--- src/rtl/tt_sweep_pkg.sv ---
// Shared constants, FSM encoding and delay-line tag type for the truth-table sweeper.
package tt_sweep_pkg;

   localparam int N_IN       = 7;
   localparam int N_ROWS     = 128;
   localparam int MISMATCH_W = 8;

   // Index of the final row; the sweep stops issuing once it reaches this value.
   localparam logic [N_IN-1:0] LAST_IDX = 7'(N_ROWS - 1);

   typedef enum logic [1:0] {
      IDLE  = 2'd0,
      SWEEP = 2'd1,
      DRAIN = 2'd2,
      DONE  = 2'd3
   } state_t;

   // One issued vector travelling alongside the network's evaluation latency.
   typedef struct packed {
      logic            valid;
      logic [N_IN-1:0] index;
   } tag_t;

endpackage

--- src/rtl/tt_sweep_capture_if.sv ---
// Bundle of the sweeper's control/result bus and the network-facing vector/output pair.
//
// Handshake: the host raises start (with expected_tt valid on the same cycle);
// it is taken only while busy=0 and done=0, i.e. in IDLE. busy stays high for
// the whole sweep, done pulses for one cycle with tt/match/mismatch_count valid,
// and those results hold until the next accepted start. start seen while a
// sweep is running is dropped, never queued. vec/fn_out carry no handshake:
// fn_out must reflect the vec presented a fixed EVAL_LAT cycles earlier.
interface tt_sweep_capture_if;
   import tt_sweep_pkg::*;

   logic                  start;
   logic [N_ROWS-1:0]     expected_tt;
   logic [N_IN-1:0]       vec;
   logic                  fn_out;
   logic                  busy;
   logic                  done;
   logic [N_ROWS-1:0]     tt;
   logic                  match;
   logic [MISMATCH_W-1:0] mismatch_count;

   modport master (
      output start, expected_tt, fn_out,
      input  vec, busy, done, tt, match, mismatch_count
   );

   modport slave (
      input  start, expected_tt, fn_out,
      output vec, busy, done, tt, match, mismatch_count
   );

endinterface

--- src/rtl/sweep_delay_line.sv ---
// Delays the {valid, index} tag of each issued vector so it lines up with the
// network's output; depth 0 is a plain wire for combinational networks.
module sweep_delay_line
   import tt_sweep_pkg::*;
#(
   parameter int DEPTH = 0
) (
   input  logic clk,
   input  logic rst_n,
   input  tag_t tag_in,
   output tag_t tag_out
);

   generate
      if (DEPTH == 0) begin : g_wire
         // Clock and reset have no job when there is nothing to register.
         logic unused_clk_rst;
         assign unused_clk_rst = clk & rst_n;
         assign tag_out = tag_in;
      end else begin : g_pipe
         tag_t stage_q [DEPTH];
         tag_t stage_d [DEPTH];

         // Shift each tag one stage further per cycle.
         always_comb begin
            stage_d[0] = tag_in;
            for (int k = 1; k < DEPTH; k++) begin
               stage_d[k] = stage_q[k-1];
            end
         end

         // Stage registers; reset empties the pipe so no stale capture can land.
         always_ff @(posedge clk) begin
            if (!rst_n) begin
               for (int k = 0; k < DEPTH; k++) begin
                  stage_q[k] <= '0;
               end
            end else begin
               for (int k = 0; k < DEPTH; k++) begin
                  stage_q[k] <= stage_d[k];
               end
            end
         end

         assign tag_out = stage_q[DEPTH-1];
      end
   endgenerate

endmodule

--- src/rtl/tt_sweep_capture.sv ---
// Sweeps all 128 input vectors of a 7-input network, captures each output bit
// into a truth table and scores it against a reference signature.
module tt_sweep_capture
   import tt_sweep_pkg::*;
#(
   parameter int EVAL_LAT = 0
) (
   input  logic                 clk,
   input  logic                 rst_n,
   tt_sweep_capture_if.slave    bus,
   output state_t               dbg_state
);

   state_t                state_q, state_d;
   logic [N_IN-1:0]       cnt_q, cnt_d;
   logic [N_ROWS-1:0]     expected_q, expected_d;
   logic [N_ROWS-1:0]     tt_q, tt_d;
   logic                  match_q, match_d;
   logic [MISMATCH_W-1:0] mcount_q, mcount_d;

   tag_t issue_tag;
   tag_t cap_tag;
   logic last_lands;

   // Tag every vector issued during SWEEP with its row index.
   always_comb begin
      issue_tag       = '0;
      issue_tag.valid = (state_q == SWEEP);
      issue_tag.index = cnt_q;
   end

   sweep_delay_line #(
      .DEPTH (EVAL_LAT)
   ) u_delay (
      .clk     (clk),
      .rst_n   (rst_n),
      .tag_in  (issue_tag),
      .tag_out (cap_tag)
   );

   // Next-state, issue counter, capture and scoring.
   always_comb begin
      state_d    = state_q;
      cnt_d      = cnt_q;
      expected_d = expected_q;
      tt_d       = tt_q;
      match_d    = match_q;
      mcount_d   = mcount_q;
      last_lands = cap_tag.valid && (cap_tag.index == LAST_IDX);

      // A returning tag writes its row and scores it against the latched reference.
      if (cap_tag.valid) begin
         tt_d[cap_tag.index] = bus.fn_out;
         if (bus.fn_out != expected_q[cap_tag.index]) begin
            mcount_d = mcount_q + 1'b1;
         end
      end

      case (state_q)
         IDLE: begin
            cnt_d = '0;
            if (bus.start) begin
               state_d    = SWEEP;
               expected_d = bus.expected_tt;
               tt_d       = '0;
               mcount_d   = '0;
               match_d    = 1'b0;
            end
         end
         SWEEP: begin
            if (cnt_q == LAST_IDX) begin
               cnt_d = '0;
               // With a combinational network the last row lands right now.
               state_d = last_lands ? DONE : DRAIN;
            end else begin
               cnt_d = cnt_q + 1'b1;
            end
         end
         DRAIN: begin
            if (last_lands) begin
               state_d = DONE;
            end
         end
         DONE: begin
            state_d = IDLE;
         end
         default: begin
            state_d = IDLE;
         end
      endcase

      // Settle match on the edge into DONE so it is valid alongside done.
      if ((state_d == DONE) && (state_q != DONE)) begin
         match_d = (tt_d == expected_q);
      end
   end

   // State and result registers with synchronous active-low reset.
   always_ff @(posedge clk) begin
      if (!rst_n) begin
         state_q    <= IDLE;
         cnt_q      <= '0;
         expected_q <= '0;
         tt_q       <= '0;
         match_q    <= 1'b0;
         mcount_q   <= '0;
      end else begin
         state_q    <= state_d;
         cnt_q      <= cnt_d;
         expected_q <= expected_d;
         tt_q       <= tt_d;
         match_q    <= match_d;
         mcount_q   <= mcount_d;
      end
   end

   assign bus.vec            = (state_q == SWEEP) ? cnt_q : '0;
   assign bus.busy           = (state_q == SWEEP) || (state_q == DRAIN);
   assign bus.done           = (state_q == DONE);
   assign bus.tt             = tt_q;
   assign bus.match          = match_q;
   assign bus.mismatch_count = mcount_q;
   assign dbg_state          = state_q;

endmodule

--- src/flat_wrapper.sv ---
// flat-port wrapper written by rule: the top's interface ports become plain ports
module tt_sweep_capture_flat import tt_sweep_pkg::*;
#(
   parameter int EVAL_LAT = 0
)
  (clk, rst_n, dbg_state, bus_start, bus_expected_tt, bus_fn_out, bus_vec, bus_busy, bus_done, bus_tt, bus_match, bus_mismatch_count);
  tt_sweep_capture_if bus_i ();
  input  logic clk;
  input  logic rst_n;
  output state_t dbg_state;
  input wire logic [$bits(bus_i.start)-1:0] bus_start;
  input wire logic [$bits(bus_i.expected_tt)-1:0] bus_expected_tt;
  input wire logic [$bits(bus_i.fn_out)-1:0] bus_fn_out;
  output wire logic [$bits(bus_i.vec)-1:0] bus_vec;
  output wire logic [$bits(bus_i.busy)-1:0] bus_busy;
  output wire logic [$bits(bus_i.done)-1:0] bus_done;
  output wire logic [$bits(bus_i.tt)-1:0] bus_tt;
  output wire logic [$bits(bus_i.match)-1:0] bus_match;
  output wire logic [$bits(bus_i.mismatch_count)-1:0] bus_mismatch_count;
  assign bus_i.start = bus_start;
  assign bus_i.expected_tt = bus_expected_tt;
  assign bus_i.fn_out = bus_fn_out;
  assign bus_vec = bus_i.vec;
  assign bus_busy = bus_i.busy;
  assign bus_done = bus_i.done;
  assign bus_tt = bus_i.tt;
  assign bus_match = bus_i.match;
  assign bus_mismatch_count = bus_i.mismatch_count;
  tt_sweep_capture #(.EVAL_LAT(EVAL_LAT)) u_core (.clk(clk), .rst_n(rst_n), .bus(bus_i), .dbg_state(dbg_state));
endmodule
--- config.mk ---
export PLATFORM = sky130hd
export DESIGN_NAME = tt_sweep_capture_flat
export DESIGN_NICKNAME = d
export VERILOG_FILES = /design/src/rtl/tt_sweep_pkg.sv /design/src/rtl/tt_sweep_capture_if.sv /design/src/rtl/sweep_delay_line.sv /design/src/rtl/tt_sweep_capture.sv /design/src/flat_wrapper.sv
export SDC_FILE = /design/constraint.sdc
export NUM_CORES = 1
export LEC_CHECK = 0
export ABC_CLOCK_PERIOD_IN_PS = 4800
export BUFFER_PORTS_ARGS = -buffer_cell sky130_fd_sc_hd__buf_2
export CORE_MARGIN = 3
export CORE_UTILIZATION = 56
export DETAILED_ROUTE_END_ITERATION = 7
export PLACE_DENSITY = 0.81
export SLEW_MARGIN = 15
export SYNTH_ARGS = -nofsm -noshare
export SYNTH_HDL_FRONTEND = slang
export SYNTH_SLANG_ARGS = --single-unit
--- constraint.sdc ---
create_clock -name clk -period 4.8 [get_ports clk]
set_clock_uncertainty 0.2 [all_clocks]
set_input_delay 0.72 -clock clk [delete_from_list [all_inputs] [get_ports clk]]
set_output_delay 0.72 -clock clk [all_outputs]
set_load 0.02 [all_outputs]
==> impl_metrics.yaml <==
run_status:
  run_status: "complete, no violations"
yosys:
  yosysSeqAreaShare_pct: 38.2
  ys_types: 73
  synthCells: 1815
  async_reset_ff_share_pct: 0
  ys.flop_type: "dfxtp_1"
  syn_nets: 1953
  ys_ff_latch: 274
  synth_warnings: 0
  synth-edff-count: 0
  synth_area_per_cell_um2: 7.92
  synth_area_um2: 14400
place:
  port_buffers: 279
  routabilityCongestion: 0.963
  dp_hpwl_um: 38800
  place_worst_setup_slack_ns: 0.578
pwr:
  leakage_nw: 7.54
  powerDensity_nw_per_um2: 330
  peakVddDrop_mv: 0.289
cells_and_area:
  area_growth_pct: 18.7
  fin_nets: 2175
  nFillCells: 2047
  final_layout_size_suffix_gt1_share_pct: 20.2
  antenna_cells: 0
clock_network:
  htree_levels: 1
  clkTransAtPathRegs_ns: 0.06
  cts_resized: 0
  cts_hold_buf: 0
  clock_latency_ns: 0.57
  cts_buffer_depth: 3
  root_buffer: "clkbuf_16"
  cts_tree: "done"
  post_cts_buffers: 0
  numCtsBuffers: 29
  cts.sinks: 274
sta:
  fin_ws_ns: 0.513
  finalMaxSlewViolations: 0
  fin_crit_sh_pct: 89.3
  setup_viol: 0
  hold_violations: 0
  grt_setup_unrepaired: "no"
  tns_ns: 0
  worstMarginPinSlew_ns: 1.01
  period_needed_ns: 4.29
  clock.fmax_ghz: 0.233
  max_slew_margin_pct: 32.3
floorplanning:
  die_area_um2: 27600
  die_x_um: 166
  die_y_um: 166
  start_util_pct: 58.1
  pin_count: 280
  coreArea_um2: 24700
  row_count: 57
setup_path:
  cp_num_buf_inv: 0
  crit_chain: "and4bb_2, nand2_1, mux2i_1, mux2i_1, a21oi_1, o32ai_1, o21ai_0, or4_1, or4_1, o21ai_1"
  start_kind: "flop"
  critPathMaxStageDelay_ns: 0.94
  crit_type: "flop to flop"
  cp.required_ns: 5.09
  end_kind: "flop"
  cp_max_fo: 24
  crit_arrival_ns: 4.57
  ff2ff_setup_slack_ns: 0.51
  slowest_stage: "dfxtp_1"
  crit_family: "simple AND/OR/NAND/NOR gates"
drt:
  firstDrtPassIters: 6
  wl_um: 53700
  drtIter0Drc: 2191
  wl_per_cell_um: 22.5
  drt-vias-per-instance: 6.34
  routed-via-count: 15103
  drc: 0
  ant_nets: 0
grt:
  grt_usage_pct: 36.6
  grt_pass1_vias: 14070
  antenna_found_initial: 1
  grt_max_degree: 82
  grt-ovfl-total: 0
  grt_pass1_wl_um: 81200
job:
  max_cap_violations: 0
min_path:
  hold_class: "input port to flop"
synthesized netlist by cell type (all sizes together), types with 3 or more instances:
cell | instances | area share, %
a211oi | 10 | 0.52
a21oi | 189 | 6.6
a221oi | 30 | 1.8
a2bb2oi | 13 | 0.79
a31oi | 8 | 0.35
and2 | 13 | 0.57
and3 | 6 | 0.26
and4 | 5 | 0.30
and4b | 6 | 0.42
and4bb | 4 | 0.35
buf | 52 | 1.9
clkbuf | 90 | 2.4
clkinv | 3 | 0.078
dfxtp | 274 | 38
ha | 6 | 0.52
inv | 7 | 0.18
mux2i | 165 | 12
nand2 | 411 | 11
nand2b | 4 | 0.17
nand3 | 23 | 0.80
nand4 | 15 | 0.65
nand4b | 5 | 0.30
nor2 | 227 | 5.9
nor3 | 19 | 0.66
nor4 | 6 | 0.37
nor4b | 12 | 1.2
nor4bb | 5 | 0.35
o211ai | 3 | 0.16
o21ai | 24 | 0.84
o221ai | 15 | 0.91
o22a | 3 | 0.18
o22ai | 5 | 0.22
o2bb2ai | 4 | 0.24
o32a | 6 | 0.42
o32ai | 29 | 1.8
or3 | 5 | 0.22
or4 | 6 | 0.31
xnor2 | 70 | 4.3
xor2 | 8 | 0.49
cell type report:
class,count,area [µm²],area share [%]
sequential,274,5490,32.2
clock buffer,45,906,5.31
clock inverter,8,119,0.697
timing repair buffer,333,1830,10.7
tap,324,405,2.38
multi-input combinational,1389,8270,48.5
inverter,10,40.0,0.235
worst register-to-register path: cells and delay by family, from the launching register on:
kind | cells | cell delay, ns
compound gates | 4 | 0.50
flops | 1 | 0.94
mux | 2 | 0.55
simple gates | 4 | 2.02
metrics by stage:
stage,hold WS (ns),util (%),cells,cell area [µm²],total power [W]
after floorplan,0.255,-,1815,14400,0.00294
after global placement,0.262,64.8,2330,16000,0.00322
after detailed placement,0.269,64.8,2330,16000,0.00323
after CTS,0.188,68.9,2383,17100,0.00559
after global routing,0.188,68.9,2383,17100,0.00577
final,0.188,68.9,2383,17100,0.00563
metal layers:
metal	up-vias	GRT usage [%]	wire length, µm
met2	1138	57.1	23400
met3	207	7.71	6840
met1	6972	49.2	20600
met5	-	0	0
met4	0	16.1	2880
li1	6786	-	-
placed cells by master (no fill, tap or decap), types with 15 or more instances in the layout:
cell,Yosys,final
clkbuf_16,0,29
nor2_1,227,226
nand4_1,15,15
nand3_1,23,23
dfxtp_1,274,273
buf_2,27,278
nor3_1,19,19
o21ai_0,23,23
a21oi_1,189,189
buf_4,4,53
o32ai_1,29,29
nand2_1,408,406
a221oi_1,30,30
xnor2_1,70,70
o221ai_1,15,15
mux2i_1,161,161
registers in the layout, indices dropped and copies added (netlist names):
| register | count |
|---|---|
| u_core.bus.mismatch_count | 8 |
| u_core.bus.match | 1 |
| u_core.bus.tt | 128 |
| u_core.cnt_q | 7 |
| u_core.expected_q | 128 |
| u_core.dbg_state | 2 |
cell families (layout without fill, tap and decap cells):
family,count (synthesis),after routing,synth area share (%)
compound gates,358,358,16.0
mux,167,167,11.9
buf+inv,152,396,4.56
fa+ha+maj,6,6,0.522
flops,274,274,38.2
simple gates,780,780,24.1
xor+xnor,78,78,4.75
path summary, 6_finish.rpt:
path | from | to | cells past startpoint
max | u_core.cnt_q[1] | u_core.bus.match | 10
min | bus_expected_tt[109] | u_core.expected_q[109] | 3
max reg2reg | u_core.cnt_q[1] | u_core.bus.match | 10
min reg2reg | u_core.bus.mismatch_count[7] | u_core.bus.mismatch_count[7] | 2
report_power, final:
group / internal (W) / switching (W) / leakage (nW) / total, W
Clock: 0.00145 / 0.000955 / 0.511 / 0.00240
Combinational: 0.000270 / 0.000468 / 4.81 / 0.000739
Sequential: 0.00235 / 0.000131 / 2.23 / 0.00248
Total: 0.00407 / 0.00156 / 7.54 / 0.00563
(Power assumes the default switching activity.)
